$ cat src/rtl/muldiv_unit.sv
// Iterative RV32/64 M-extension multiply/divide unit: shift-add multiply and
// restoring divide, one bit per cycle, with early exit for divide corner cases.
module muldiv_unit #(
  parameter int XLEN = 32
) (
  input  logic            SYS_clk,
  input  logic            SYS_reset,
  input  logic            MD_start,
  input  logic [2:0]      MD_funct3,
  input  logic [XLEN-1:0] MD_op_a,
  input  logic [XLEN-1:0] MD_op_b,
  output logic            MD_busy,
  output logic            MD_done,
  output logic [XLEN-1:0] MD_result
);

  localparam int CW = $clog2(XLEN);
  localparam logic [CW-1:0]   LAST_CNT = CW'(XLEN - 1);
  localparam logic [XLEN-1:0] MOST_NEG = {1'b1, {(XLEN-1){1'b0}}};

  typedef enum logic [1:0] {IDLE, CALC, DONE} state_t;

  state_t            state_q, state_d;
  logic [2:0]        f3_q;
  logic [CW-1:0]     cnt_q;
  logic [XLEN-1:0]   opnd_q;
  logic [2*XLEN-1:0] acc_q;
  logic              neg_q;

  // Accept-side decode: operand signedness, magnitudes and early-exit cases.
  logic            accept, signed_a, signed_b, a_neg, b_neg;
  logic            div_zero, div_ovf, special, neg_in;
  logic [XLEN-1:0] mag_a, mag_b, spec_result;

  assign accept      = (state_q == IDLE) && MD_start;
  assign signed_a    = MD_funct3[2] ? ~MD_funct3[0] : ~(MD_funct3[1] & MD_funct3[0]);
  assign signed_b    = MD_funct3[2] ? ~MD_funct3[0] : ~MD_funct3[1];
  assign a_neg       = signed_a & MD_op_a[XLEN-1];
  assign b_neg       = signed_b & MD_op_b[XLEN-1];
  assign mag_a       = a_neg ? -MD_op_a : MD_op_a;
  assign mag_b       = b_neg ? -MD_op_b : MD_op_b;
  assign div_zero    = MD_funct3[2] && (MD_op_b == '0);
  assign div_ovf     = MD_funct3[2] && !MD_funct3[0] && (MD_op_a == MOST_NEG) && (MD_op_b == '1);
  assign special     = div_zero || div_ovf;
  assign spec_result = div_zero ? (MD_funct3[1] ? MD_op_a : '1)
                                : (MD_funct3[1] ? '0 : MD_op_a);
  // Remainder follows the dividend; everything else is the xor of signs.
  assign neg_in      = (MD_funct3[2] & MD_funct3[1]) ? a_neg : (a_neg ^ b_neg);

  // One iteration of the datapath. acc_q holds {product_hi, multiplier} for
  // multiply and {partial_remainder, dividend/quotient} for divide.
  logic [XLEN:0]     mul_sum, div_shift;
  logic [XLEN-1:0]   div_diff, div_rem;
  logic              div_ge;
  logic [2*XLEN-1:0] acc_step, prod_s;
  logic [XLEN-1:0]   quo_s, rem_s, fin_result;

  always_comb begin
    mul_sum   = {1'b0, acc_q[2*XLEN-1:XLEN]} + (acc_q[0] ? {1'b0, opnd_q} : '0);
    div_shift = {acc_q[2*XLEN-1:XLEN], acc_q[XLEN-1]};
    div_ge    = div_shift >= {1'b0, opnd_q};
    div_diff  = div_shift[XLEN-1:0] - opnd_q;
    div_rem   = div_ge ? div_diff : div_shift[XLEN-1:0];
    if (f3_q[2]) acc_step = {div_rem, acc_q[XLEN-2:0], div_ge};
    else         acc_step = {mul_sum, acc_q[XLEN-1:1]};
  end

  always_comb begin
    prod_s = neg_q ? -acc_step : acc_step;
    quo_s  = neg_q ? -acc_step[XLEN-1:0] : acc_step[XLEN-1:0];
    rem_s  = neg_q ? -acc_step[2*XLEN-1:XLEN] : acc_step[2*XLEN-1:XLEN];
    if (f3_q[2])              fin_result = f3_q[1] ? rem_s : quo_s;
    else if (f3_q[1:0] == '0) fin_result = prod_s[XLEN-1:0];
    else                      fin_result = prod_s[2*XLEN-1:XLEN];
  end

  // NOTE: sequential state is written with non-blocking assignments only, so
  // every register samples values from before the edge regardless of order.
  always_ff @(posedge SYS_clk) begin
    if (SYS_reset) state_q <= IDLE;
    else           state_q <= state_d;
  end

  always_comb begin
    // NOTE: default first so every path assigns state_d and no latch is inferred.
    state_d = state_q;
    unique case (state_q)
      IDLE:    if (accept) state_d = special ? DONE : CALC;
      CALC:    if (cnt_q == LAST_CNT) state_d = DONE;
      DONE:    state_d = IDLE;
      default: state_d = IDLE;
    endcase
  end

  always_comb begin
    MD_busy = (state_q != IDLE);
    MD_done = (state_q == DONE);
  end

  always_ff @(posedge SYS_clk) begin
    if (SYS_reset) begin
      f3_q      <= '0;
      cnt_q     <= '0;
      opnd_q    <= '0;
      acc_q     <= '0;
      neg_q     <= 1'b0;
      MD_result <= '0;
    end else begin
      unique case (state_q)
        IDLE: if (accept) begin
          f3_q  <= MD_funct3;
          cnt_q <= '0;
          neg_q <= neg_in;
          if (MD_funct3[2]) begin
            opnd_q <= mag_b;
            acc_q  <= {{XLEN{1'b0}}, mag_a};
          end else begin
            opnd_q <= mag_a;
            acc_q  <= {{XLEN{1'b0}}, mag_b};
          end
          if (special) MD_result <= spec_result;
        end
        CALC: begin
          acc_q <= acc_step;
          cnt_q <= cnt_q + CW'(1);
          if (cnt_q == LAST_CNT) MD_result <= fin_result;
        end
        default: ;
      endcase
    end
  end

endmodule

$ cat config.mk
export PLATFORM = sky130hd
export DESIGN_NAME = muldiv_unit
export DESIGN_NICKNAME = d
export VERILOG_FILES = /design/src/rtl/muldiv_unit.sv
export SDC_FILE = /design/constraint.sdc
export NUM_CORES = 1
export LEC_CHECK = 0
export CORE_MARGIN = 2
export CORE_UTILIZATION = 55
export CTS_CLUSTER_SIZE = 14
export DETAILED_ROUTE_END_ITERATION = 10
export PLACE_DENSITY = 0.82
export RECOVER_POWER = 100
export SYNTH_ARGS = -nofsm -noshare
export SYNTH_HDL_FRONTEND = slang
export SYNTH_SLANG_ARGS = --single-unit
$ cat constraint.sdc
create_clock -name SYS_clk -period 9.2 [get_ports SYS_clk]
set_input_delay 2.76 -clock SYS_clk [delete_from_list [all_inputs] [get_ports SYS_clk]]
set_output_delay 2.76 -clock SYS_clk [all_outputs]
set_load 0.01 [all_outputs]
==> qor.json <==
{
  "setup_tns": {"value": 0, "unit": "ps"},
  "floorplan.io_pins": {"value": 104},
  "most_used_cells_in_the_layout_excluding_fill_and_tap_cells": {"value": "276 x sky130_fd_sc_hd__nor2_1, 259 x sky130_fd_sc_hd__nand2_1, 244 x sky130_fd_sc_hd__a21oi_1, 146 x sky130_fd_sc_hd__o21ai_0, 137 x sky130_fd_sc_hd__dfxtp_1"},
  "placed_cells_incl_taps": {"value": 2694},
  "detailroute.via_count": {"value": 19000},
  "clock_insertion_delay_worst_skew": {"value": 450, "unit": "ps"},
  "synth.yosys.seq_area_share": {"value": 17.1, "unit": "%"},
  "final_cells": {"value": 2726},
  "cts_max_level": {"value": 4},
  "commonest_non_fill_non_tap_cell_in_the_layout": {"value": "sky130_fd_sc_hd__nor2_1"},
  "worstHoldPathType": {"value": "reg2reg"},
  "timing.final.ws_setup": {"value": 1260, "unit": "ps"},
  "dr.first_iter.drc_count": {"value": 3091},
  "synth.net_count": {"value": 2482},
  "drt_drc_violations_left": {"value": 0},
  "post_cts_hold_buffer_count": {"value": 0},
  "starting_density": {"value": 56.2, "unit": "%"},
  "synth.yosys.warnings": {"value": 0},
  "clock-root-buffer": {"value": "sky130_fd_sc_hd__clkbuf_16"},
  "ant_nets": {"value": 0},
  "rsz0062_at_grt": {"value": "no"},
  "ir_worst_vdd": {"value": 0.144, "unit": "mV"},
  "io_buffer_count": {"value": 103},
  "setup-violations-final": {"value": 0},
  "finish.net_count": {"value": 2472},
  "asyncSetResetFlopFracSynth": {"value": 0, "unit": "%"},
  "power_density": {"value": 149, "unit": "nW/um^2"},
  "clock-skew-final": {"value": 15.5, "unit": "ps"},
  "grt_pass1_vias": {"value": 16900},
  "criticalPathCategory": {"value": "reg2reg"},
  "routed_wl": {"value": 65300, "unit": "microns"},
  "placeableCoreArea": {"value": 28900, "unit": "sq um"},
  "run_status": {"value": "complete, but fails checks"},
  "clkSlewWorstSetupHoldPaths": {"value": 70, "unit": "ps"},
  "route.detailed.wl_per_inst": {"value": 23.9, "unit": "microns"},
  "worst_hold_slack": {"value": 453, "unit": "ps"},
  "crit_path_end_kind": {"value": "flop"},
  "cts.sink_count": {"value": 139},
  "global_route_total_usage_across_every_layer": {"value": 41.0, "unit": "%"},
  "die_area": {"value": 30900, "unit": "sq um"},
  "synth_cells": {"value": 2339},
  "finalWeightedCongestion": {"value": 1.06},
  "drive_above_1_share": {"value": 6.32, "unit": "%"},
  "worst-endpoint-required": {"value": 9500, "unit": "ps"},
  "leakagePower": {"value": 0.00690, "unit": "uW"},
  "drt_first_pass_iters": {"value": 7},
  "cts-resized-gates": {"value": 0},
  "area.growth.synth_to_final": {"value": 9.23, "unit": "%"},
  "die-width": {"value": 176, "unit": "microns"},
  "violations": {"value": "capacitance limit, slew limit"},
  "std_cell_rows": {"value": 62},
  "final.min_clock_period": {"value": 7940, "unit": "ps"},
  "fin_util": {"value": 61.4, "unit": "%"},
  "antenna_violations_before_repair": {"value": 0},
  "drt-vias-per-instance": {"value": 6.96},
  "path_max_fanout": {"value": 38},
  "timing.rr.start": {"value": "opnd_q[29]"},
  "finalCritPeriodShare": {"value": 86.3, "unit": "%"},
  "first_pass_grt_wire_length": {"value": 98300, "unit": "microns"},
  "synth_cell_type_count": {"value": 115},
  "cts_made_buffers": {"value": 17},
  "num_antenna_cells": {"value": 0},
  "die-height": {"value": 176, "unit": "microns"},
  "hp-start": {"value": "opnd_q[16]"},
  "synth_area": {"value": 16200, "unit": "sq um"},
  "cp-startpoint": {"value": "opnd_q[29]"},
  "yosys_most_used_dff": {"value": "sky130_fd_sc_hd__dfxtp_1"},
  "place_ws": {"value": 1660, "unit": "ps"},
  "dp.final_hpwl": {"value": 49600, "unit": "microns"},
  "critical_path_arrival": {"value": 8250, "unit": "ps"},
  "max_cap_violations": {"value": 3},
  "slew-limit-headroom": {"value": -200, "unit": "%"},
  "grt_overflow_total": {"value": 0},
  "yosys_register_bits": {"value": 139},
  "timing.final.max_slew_violations": {"value": 190},
  "worst-slew-pin-transition": {"value": 4500, "unit": "ps"},
  "postCtsSetupBuffers": {"value": 0},
  "post_synth.cell_area_avg": {"value": 6.94, "unit": "sq um"},
  "cp-start-kind": {"value": "flop"},
  "final_hold_viol_count": {"value": 0},
  "tritoncts": {"value": "built"},
  "synth-edff-count": {"value": 0},
  "clock_tree.buffer_depth": {"value": 2},
  "fmaxAchievable": {"value": 126, "unit": "MHz"},
  "maximum_number_of_pins_on_one_net_before_global_route_repair": {"value": 84}
}
## critical path, cell delays in order (launching register included)
cell	delay (ps)
sky130_fd_sc_hd__dfxtp_1	520
sky130_fd_sc_hd__inv_1	130
sky130_fd_sc_hd__ha_1	370
sky130_fd_sc_hd__and4b_1	250
sky130_fd_sc_hd__a221oi_1	490
sky130_fd_sc_hd__and2_1	320
sky130_fd_sc_hd__o41ai_1	180
sky130_fd_sc_hd__o31ai_4	230
sky130_fd_sc_hd__clkbuf_1	1600
sky130_fd_sc_hd__nor3_1	170
sky130_fd_sc_hd__nor3_1	1110
sky130_fd_sc_hd__nand3_1	650
sky130_fd_sc_hd__or3_1	620
sky130_fd_sc_hd__o21ai_1	200
sky130_fd_sc_hd__xnor2_1	90
sky130_fd_sc_hd__a221oi_1	720
sky130_fd_sc_hd__o21ai_1	150
## synth_stat cells (all sizes together), types with 12 or more instances
| cell | n | area, sq um |
|---|---|---|
| buf | 46 | 320 |
| a31oi | 48 | 322 |
| or3 | 26 | 174 |
| nor2 | 277 | 1040 |
| a21oi | 246 | 1240 |
| nand2b | 17 | 106 |
| a221oi | 13 | 114 |
| inv | 83 | 312 |
| nand2 | 262 | 988 |
| nor3 | 66 | 352 |
| nand4 | 33 | 228 |
| and2 | 13 | 81.3 |
| nand3 | 69 | 355 |
| o211ai | 68 | 515 |
| nor4 | 23 | 150 |
| maj3 | 16 | 160 |
| o21ai | 155 | 783 |
| nor2b | 20 | 125 |
| xnor2 | 81 | 709 |
| a22o | 13 | 114 |
| and3 | 21 | 133 |
| mux2 | 30 | 338 |
| mux2i | 23 | 230 |
| or2 | 15 | 96.4 |
| o21a | 16 | 121 |
| ha | 71 | 888 |
| a21o | 27 | 203 |
| xor2 | 65 | 569 |
| dfxtp | 139 | 2780 |
| o31ai | 23 | 196 |
| a311oi | 12 | 135 |
| a211oi | 34 | 265 |
| a22oi | 19 | 143 |
| clkbuf | 109 | 409 |
## through the flow
step	power, uW	area, sq um
after floorplan	1520	16200
after global placement	1860	17200
after detailed placement	1880	17200
after CTS	2580	17800
after global routing	2730	17700
final	2640	17700
## layout make-up
type                    count  area (sq um)
multi-input cells        1961         12400
fillers                  2756         11100
flip-flops and latches    139          2790
repair buffers            127          1190
well taps                 384           480
clock buffers              20           468
inverters                  83           312
clock inverters            12           128
## registers in the layout (all words and copies together), names as in the netlist
register / flops
neg_q: 1
f3_q: 3
acc_q: 64
opnd_q: 32
MD_result: 32
cnt_q: 5
state_q: 2
## metal layers
layer / global-route usage, % / wire [microns] / vias to the layer above
li1: - / - / 8603
met2: 60.4 / 27000 / 1316
met5: 0 / 0 / -
met4: 22.7 / 4200 / 0
met1: 55.4 / 25800 / 8806
met3: 8.85 / 8200 / 254
## cell families after synthesis
| logic type | Yosys count | share of synthesized area (%) |
|---|---|---|
| adder cells (fa/ha/maj) | 89 | 6.71 |
| XOR/XNOR | 146 | 7.88 |
| AO/OA/AOI/OAI | 797 | 32.7 |
| flip-flops | 139 | 17.1 |
| AND/OR/NAND/NOR | 875 | 25.4 |
| buffers and inverters | 239 | 6.47 |
| multiplexers | 54 | 3.64 |
## path summary, 6_finish.rpt
path,end,slack [ps],depth (start not counted)
worst max register to register,MD_result[13],1260,16
worst min-delay path,opnd_q[16],450,2
worst min register to register,opnd_q[16],450,2
worst max-delay path,MD_result[13],1260,16
## power by group
part	switching [uW]	internal, uW
registers	39.7	642
clock network	322	404
logic	824	409
No activity file was read; power rests on OpenSTA's default activity.
